File: config.mk
export PLATFORM = sky130hd
export DESIGN_NAME = patch_transmitter_flat
export DESIGN_NICKNAME = d
export VERILOG_FILES = /design/src/rtl/patch_transmitter_pkg.sv /design/src/rtl/patch_transmitter_if.sv /design/src/rtl/patch_transmitter_out_reg.sv /design/src/rtl/patch_transmitter.sv /design/src/flat_wrapper.sv
export SDC_FILE = /design/constraint.sdc
export NUM_CORES = 1
export LEC_CHECK = 0
export ABC_AREA = 1
export CORE_MARGIN = 2
export CORE_UTILIZATION = 51
export CTS_CLUSTER_DIAMETER = 50
export CTS_CLUSTER_SIZE = 14
export DETAILED_ROUTE_END_ITERATION = 8
export HOLD_SLACK_MARGIN = 0.08
export PLACE_DENSITY = 0.86
export SLEW_MARGIN = 20
export SYNTH_ARGS = -nofsm -noshare
export SYNTH_HDL_FRONTEND = slang
export SYNTH_SLANG_ARGS = --single-unit
File: constraint.sdc
create_clock -name CLK -period 3.05 [get_ports CLK]
set_input_delay 0.7625 -clock CLK [delete_from_list [all_inputs] [get_ports CLK]]
set_output_delay 0.7625 -clock CLK [all_outputs]
set_load 0.01 [all_outputs]
File: src/rtl/patch_transmitter_pkg.sv
// Shared framing constants for the patch transmitter and the patch synchronizer:
// marker codes, FSM state encodings and the width helper.
package patch_transmitter_pkg;

    localparam logic [2:0] ST_IDLE     = 3'd0;
    localparam logic [2:0] ST_SOF      = 3'd1;
    localparam logic [2:0] ST_PATCH    = 3'd2;
    localparam logic [2:0] ST_EOF_WAIT = 3'd3;
    localparam logic [2:0] ST_EOF      = 3'd4;

    // wtsum payload carried by a marker beat (patch_num = all ones)
    localparam int SOF_CODE = 1;
    localparam int EOF_CODE = 0;

    function automatic int log2(input int n);
        int r;
        for (r = 0; (1 << r) < n; r++) begin
        end
        return r;
    endfunction

endpackage

File: src/rtl/patch_transmitter_if.sv
// Per-camera handshake bundle: raw wtsum input stream and the framed patch output.
// master = transmitter side, slave = camera pipeline plus synchronizer side.
interface patch_transmitter_if #(
    parameter int FP_SIZE = 32,
    parameter int PN_W    = 10
);
    logic               in_val;
    logic               in_ack;
    logic [FP_SIZE-1:0] wtsum_in;
    logic               patch_val;
    logic               patch_ack;
    logic [PN_W-1:0]    patch_num;
    logic [FP_SIZE-1:0] wtsum;

    modport master (
        input  in_val, wtsum_in, patch_ack,
        output in_ack, patch_val, patch_num, wtsum
    );

    modport slave (
        output in_val, wtsum_in, patch_ack,
        input  in_ack, patch_val, patch_num, wtsum
    );
endinterface

File: src/rtl/patch_transmitter_out_reg.sv
// Single-entry val/ack output holding register: load wins over clear, otherwise holds.
// Payload is only rewritten on load, so it stays stable while val waits for ack.
module patch_transmitter_out_reg #(
    parameter int NUM_W = 10,
    parameter int DAT_W = 32
) (
    input  logic             clk_i,
    input  logic             rst_i,
    input  logic             load_i,
    input  logic             clear_i,
    input  logic [NUM_W-1:0] num_i,
    input  logic [DAT_W-1:0] dat_i,
    output logic             val_o,
    output logic [NUM_W-1:0] num_o,
    output logic [DAT_W-1:0] dat_o
);
    logic             val_q;
    logic [NUM_W-1:0] num_q;
    logic [DAT_W-1:0] dat_q;

    always_ff @(posedge clk_i) begin
        if (rst_i) begin
            val_q <= 1'b0;
            num_q <= '1;
            dat_q <= '0;
        end else if (load_i) begin
            val_q <= 1'b1;
            num_q <= num_i;
            dat_q <= dat_i;
        end else if (clear_i) begin
            val_q <= 1'b0;
        end
    end

    assign val_o = val_q;
    assign num_o = num_q;
    assign dat_o = dat_q;
endmodule

File: src/rtl/patch_transmitter.sv
// Frames a raw per-patch wtsum stream as SOF, patches 0..N_PATCH-1, EOF for the synchronizer.
// One-cycle input-to-output latency; input is acked only when the output register can take a beat.
module patch_transmitter
    import patch_transmitter_pkg::*;
#(
    parameter int FP_SIZE = 32,
    parameter int N_PATCH = 1000
) (
    input  logic                CLK,
    input  logic                RESET,
    input  logic                frame_start,
    patch_transmitter_if.master bus,
    output logic                busy,
    output logic                overrun,
    output logic [15:0]         frame_count
);
    localparam int              PN_W      = log2(N_PATCH);
    localparam logic [PN_W-1:0] NOT_PATCH = '1;
    localparam logic [PN_W-1:0] LAST_IDX  = PN_W'(N_PATCH - 1);

    logic [2:0]         state_q, state_d;
    logic [PN_W-1:0]    ctr_q, ctr_d;
    logic               overrun_q, overrun_d;
    logic [15:0]        fcnt_q, fcnt_d;

    logic               ld, clr;
    logic [PN_W-1:0]    ld_num;
    logic [FP_SIZE-1:0] ld_dat;
    logic               in_ack, in_xfer, out_xfer;

    assign busy     = (state_q != ST_IDLE);
    assign out_xfer = bus.patch_val & bus.patch_ack;
    assign in_ack   = (state_q == ST_PATCH) & (~bus.patch_val | bus.patch_ack);
    assign in_xfer  = bus.in_val & in_ack;

    always_comb begin
        state_d   = state_q;
        ctr_d     = ctr_q;
        fcnt_d    = fcnt_q;
        overrun_d = overrun_q | (frame_start & busy);
        ld        = 1'b0;
        clr       = 1'b0;
        ld_num    = NOT_PATCH;
        ld_dat    = '0;
        case (state_q)
            ST_IDLE: begin
                if (frame_start) begin
                    ld      = 1'b1;
                    ld_dat  = FP_SIZE'(SOF_CODE);
                    state_d = ST_SOF;
                end
            end
            ST_SOF: begin
                if (out_xfer) begin
                    clr     = 1'b1;
                    ctr_d   = '0;
                    state_d = ST_PATCH;
                end
            end
            ST_PATCH: begin
                if (in_xfer) begin
                    ld     = 1'b1;
                    ld_num = ctr_q;
                    ld_dat = bus.wtsum_in;
                    // counter parks at 0 after the last patch so it can never alias NOT_PATCH
                    if (ctr_q == LAST_IDX) begin
                        ctr_d   = '0;
                        state_d = ST_EOF_WAIT;
                    end else begin
                        ctr_d = ctr_q + 1'b1;
                    end
                end else if (out_xfer) begin
                    clr = 1'b1;
                end
            end
            ST_EOF_WAIT: begin
                if (!bus.patch_val || out_xfer) begin
                    ld      = 1'b1;
                    ld_dat  = FP_SIZE'(EOF_CODE);
                    state_d = ST_EOF;
                end
            end
            ST_EOF: begin
                if (out_xfer) begin
                    clr     = 1'b1;
                    fcnt_d  = fcnt_q + 16'd1;
                    state_d = ST_IDLE;
                end
            end
            default: state_d = ST_IDLE;
        endcase
    end

    always_ff @(posedge CLK) begin
        if (RESET) begin
            state_q   <= ST_IDLE;
            ctr_q     <= '0;
            overrun_q <= 1'b0;
            fcnt_q    <= '0;
        end else begin
            state_q   <= state_d;
            ctr_q     <= ctr_d;
            overrun_q <= overrun_d;
            fcnt_q    <= fcnt_d;
        end
    end

    patch_transmitter_out_reg #(
        .NUM_W (PN_W),
        .DAT_W (FP_SIZE)
    ) u_out_reg (
        .clk_i   (CLK),
        .rst_i   (RESET),
        .load_i  (ld),
        .clear_i (clr),
        .num_i   (ld_num),
        .dat_i   (ld_dat),
        .val_o   (bus.patch_val),
        .num_o   (bus.patch_num),
        .dat_o   (bus.wtsum)
    );

    assign bus.in_ack  = in_ack;
    assign overrun     = overrun_q;
    assign frame_count = fcnt_q;
endmodule

File: src/flat_wrapper.sv
// flat-port wrapper written by rule: the top's interface ports become plain ports
module patch_transmitter_flat import patch_transmitter_pkg::*;
#(
    parameter int FP_SIZE = 32,
    parameter int N_PATCH = 1000
)
  (CLK, RESET, frame_start, busy, overrun, frame_count, bus_in_val, bus_wtsum_in, bus_patch_ack, bus_in_ack, bus_patch_val, bus_patch_num, bus_wtsum);
  patch_transmitter_if #(.FP_SIZE(FP_SIZE), .PN_W(3)) bus_i ();
  input  logic CLK;
  input  logic RESET;
  input  logic frame_start;
  output logic busy;
  output logic overrun;
  output logic [15:0] frame_count;
  input wire logic [$bits(bus_i.in_val)-1:0] bus_in_val;
  input wire logic [$bits(bus_i.wtsum_in)-1:0] bus_wtsum_in;
  input wire logic [$bits(bus_i.patch_ack)-1:0] bus_patch_ack;
  output wire logic [$bits(bus_i.in_ack)-1:0] bus_in_ack;
  output wire logic [$bits(bus_i.patch_val)-1:0] bus_patch_val;
  output wire logic [$bits(bus_i.patch_num)-1:0] bus_patch_num;
  output wire logic [$bits(bus_i.wtsum)-1:0] bus_wtsum;
  assign bus_i.in_val = bus_in_val;
  assign bus_i.wtsum_in = bus_wtsum_in;
  assign bus_i.patch_ack = bus_patch_ack;
  assign bus_in_ack = bus_i.in_ack;
  assign bus_patch_val = bus_i.patch_val;
  assign bus_patch_num = bus_i.patch_num;
  assign bus_wtsum = bus_i.wtsum;
  patch_transmitter #(.FP_SIZE(FP_SIZE), .N_PATCH(N_PATCH)) u_core (.CLK(CLK), .RESET(RESET), .frame_start(frame_start), .bus(bus_i), .busy(busy), .overrun(overrun), .frame_count(frame_count));
endmodule
==> flow_metrics.py, run 1 <==
metrics = {
    "run_status": {
        "status": "finished, final reports clean",
    },
    "global_routing": {
        "grt_max_degree": 35,
        "grt_pass1_vias": 2980,
        "overflow": 0,
        "track_usage_pct": 25.6,
        "antenna_found_initial": 0,
        "grt_pass1_wl_mm": 13.3,
    },
    "worst_setup_path": {
        "crit_slowest_cell": "clkdlybuf4s50_1",
        "startpoint": "bus_patch_ack",
        "cp-end-kind": "output port",
        "reg2reg_to": "u_core.u_out_reg.num_o[1]",
        "path_common_cell": "clkdlybuf4s50_1",
        "rr_startpoint": "u_core.state_q[0]",
        "cp-start-kind": "input port",
        "worstRegToRegCells": 7,
        "worstPathMaxFanout": 4,
        "cp_cell_sequence": "clkdlybuf4s50_1 > nor2_1 > nor2_4 > clkdlybuf4s50_1",
        "arrival_ns": 2.09,
        "critPathKind": "input port to output port",
        "critPathTopFamily": "buffers and inverters",
        "rrSetupSlack_ns": 1.41,
        "cpPeakStageDelay_ns": 0.50,
        "crit_required_ns": 2.29,
        "path_buf_inv": 2,
    },
    "cts": {
        "cts_tree": "done",
        "clkSinkCount": 66,
        "h-tree-depth": 3,
        "hold_buffers": 0,
        "cts_made_buffers": 9,
        "clock_path_buffers": 2,
        "postCtsSetupBuffers": 0,
        "clk_pin_slew_worst_paths_ns": 0.07,
        "post_cts_resized": 0,
        "clk_latency_ns": 0.34,
        "cts_root_buf": "clkbuf_8",
    },
    "route": {
        "drt_drc_violations_left": 0,
        "wl_per_cell_microns": 13.5,
        "dr.pass1.iters": 5,
        "first_iter_violations": 231,
        "routed-via-count": 3186,
        "vias_per_cell": 5.21,
        "routed_wl_mm": 8.25,
        "antenna_left": 0,
    },
    "placement": {
        "place_ws_ns": 0.199,
        "dp_hpwl_mm": 5.91,
        "place_area_sq_um": 3990,
        "placed_cells": 596,
        "io_buffers": 91,
        "place_congestion": 0.921,
    },
    "sta": {
        "hold_viol": 0,
        "rsz0062_at_grt": "false",
        "slew_viol_final": 0,
        "fin_crit_ns": 2.85,
        "relSlewSlack_pct": 65.4,
        "skew_ns": 0.0101,
        "finalSetupTns_ns": 0,
        "setup_ws_ns": 0.195,
        "setup_viol": 0,
        "worst_pin_slew_ns": 0.518,
        "fmax_ghz": 0.350,
        "fin_crit_sh_pct": 93.6,
    },
    "power_and_ir_drop": {
        "total_power_mw": 2.62,
        "ir_worst_vdd_uv": 357,
        "power_density_nw_per_um2": 624,
        "p_leak_nw": 1.54,
    },
    "synthesis": {
        "synth_edf_count": 0,
        "syn-num-nets": 484,
        "yosys_register_bits": 66,
        "syn_avg_cell_area_sq_um": 6.89,
        "ys_seq_area_share_pct": 43.1,
        "netlist-cell-type-count": 30,
        "synthArstFlopShare_pct": 0,
        "synth_top_cells_by_count": "128 x nand2_1, 66 x dfxtp_1, 52 x a21oi_1",
        "synthFlopType": "dfxtp_1",
        "synth.top_cell.area_share_pct": 43.1,
        "syn-cell-area_sq_um": 3060,
        "yosysWarnings": 0,
        "syn_inst": 445,
        "synth_area_leaders": "dfxtp_1 43%, nand2_1 16%, a21oi_1 8.5%, nand3_1 7.8%, nor2_1 5.3%",
        "yosys.area.top_type": "dfxtp_1",
        "synth.most_common_cell": "nand2_1",
    },
    "floorplanning": {
        "die-area_sq_um": 6640,
        "initial_core_util_pct": 52.4,
        "dieHeight_microns": 81.5,
        "placementRows": 28,
        "io_pins": 92,
        "die_width_microns": 81.5,
        "coreArea_sq_um": 5850,
    },
    "run": {
        "cap_violations": 0,
    },
    "hold_path": {
        "min_path_type": "flip-flop to flip-flop",
        "hold_path_end": "u_core.u_out_reg.dat_o[24]",
        "min_from": "u_core.u_out_reg.dat_o[24]",
        "min_path_cells": 2,
    },
    "finish": {
        "layout.nets": 571,
        "area_delta_synth_final_pct": 36.8,
        "final_cell_area_sq_um": 4190,
        "antenna_cells": 0,
        "drive_gt1_share_pct": 7.28,
        "instances_no_fill": 611,
    },
}
## where the power goes
group	internal, mW	switching [mW]	total, mW
Combinational	0.318	0.538	0.856
Clock	0.440	0.317	0.757
Sequential	0.935	0.0692	1.00
Total	1.69	0.924	2.62
## flip-flops by register name (all words and copies together), names as in the netlist
register and count:
u_core.u_out_reg.num_o 3, u_core.ctr_q 10, u_core.frame_count 16, u_core.overrun 1
u_core.state_q 3, u_core.u_out_reg.val_o 1, u_core.u_out_reg.dat_o 32
## cell families (layout without fill, tap and decap cells)
kind of cell | count (synthesis) | after routing | share of synthesized area [%]
AND/OR/NAND/NOR | 246 | 246 | 34.7
AO/OA/AOI/OAI | 67 | 67 | 11.8
flip-flops | 66 | 66 | 43.1
buffers and inverters | 61 | 152 | 8.74
XOR/XNOR | 3 | 3 | 0.858
adder cells (fa/ha/maj) | 2 | 2 | 0.817
## stage by stage
stage | util (%) | hold WS, ns
global placement | 68.2 | 0.447
CTS | 71.7 | 0.465
floorplan | - | 0.454
global route | 71.7 | 0.479
finish | 71.7 | 0.467
detailed placement | 68.2 | 0.454
## layout make-up
class                   count  area, sq um
well taps                  75         93.8
clock inverters             2         35.0
fillers                   480         1660
clock buffers              13          169
repair buffers             95          941
multi-input cells         318         1480
flip-flops and latches     66         1320
inverters                  42          158
## per-layer routing
metal / track usage, % / wire length (microns) / vias up
met4: 10.2 / 136 / 0
li1: - / - / 1608
met5: 0 / 0 / -
met1: 30.1 / 3420 / 1480
met2: 43.4 / 4140 / 86
met3: 7.80 / 557 / 12
## worst max path at each step
| stage | slack [ns] | to | cells past startpoint |
|---|---|---|---|
| 3_5_place_dp | 0.20 | bus_in_ack | 4 |
| 3_3_place_gp | 0.20 | bus_in_ack | 4 |
| 5_1_grt | 0.09 | bus_in_ack | 4 |
| 4_1_cts | 0.19 | bus_in_ack | 4 |
| 6_report | 0.20 | bus_in_ack | 4 |
| 2_1_floorplan | 1.00 | bus_in_ack | 3 |
## placed cells by master, fill, tap and decap left out
cell | Yosys | layout
nand2_1 | 128 | 128
clkdlybuf4s50_1 | 0 | 91
dfxtp_1 | 66 | 66
a21oi_1 | 52 | 52
nand3_1 | 48 | 48
nor2_1 | 43 | 43
inv_1 | 37 | 37
clkbuf_8 | 0 | 12
nor3_1 | 7 | 7
nand4_1 | 7 | 7
nor2_2 | 6 | 6
inv_2 | 5 | 5
o21ai_0 | 5 | 5
buf_4 | 3 | 4
nand3_2 | 3 | 3
xor2_1 | 3 | 3
o22ai_1 | 3 | 3
o21ai_2 | 2 | 2
o21ai_1 | 2 | 2
ha_1 | 2 | 2
nor2_4 | 1 | 1
o211ai_2 | 1 | 1
nand2_2 | 1 | 1
a31oi_1 | 1 | 1
nor3_2 | 1 | 1
o21bai_2 | 1 | 1
and2_1 | 1 | 1
clkbuf_1 | 8 | 1
bufinv_16 | 0 | 1
clkinv_2 | 0 | 1
## worst min-delay path, delay by kind of cell (launching register included)
family / cells / cell delay (ns)
and+or+nand+nor: 1 / 0.06
AOI/OAI and AO/OA: 1 / 0.05
DFF: 1 / 0.31
Power figures use the tool's default switching activity.
==> run 2: changes to the inputs <==
--- a/config.mk
+++ b/config.mk
@@ -11,6 +11,7 @@
 export CTS_CLUSTER_DIAMETER = 50
 export CTS_CLUSTER_SIZE = 14
 export DETAILED_ROUTE_END_ITERATION = 8
+export GPL_ROUTABILITY_DRIVEN = 0
 export HOLD_SLACK_MARGIN = 0.08
 export PLACE_DENSITY = 0.86
 export SLEW_MARGIN = 20
==> results of run 2 <==
The final DEF is identical to that of run 1; final timing and power are the same.
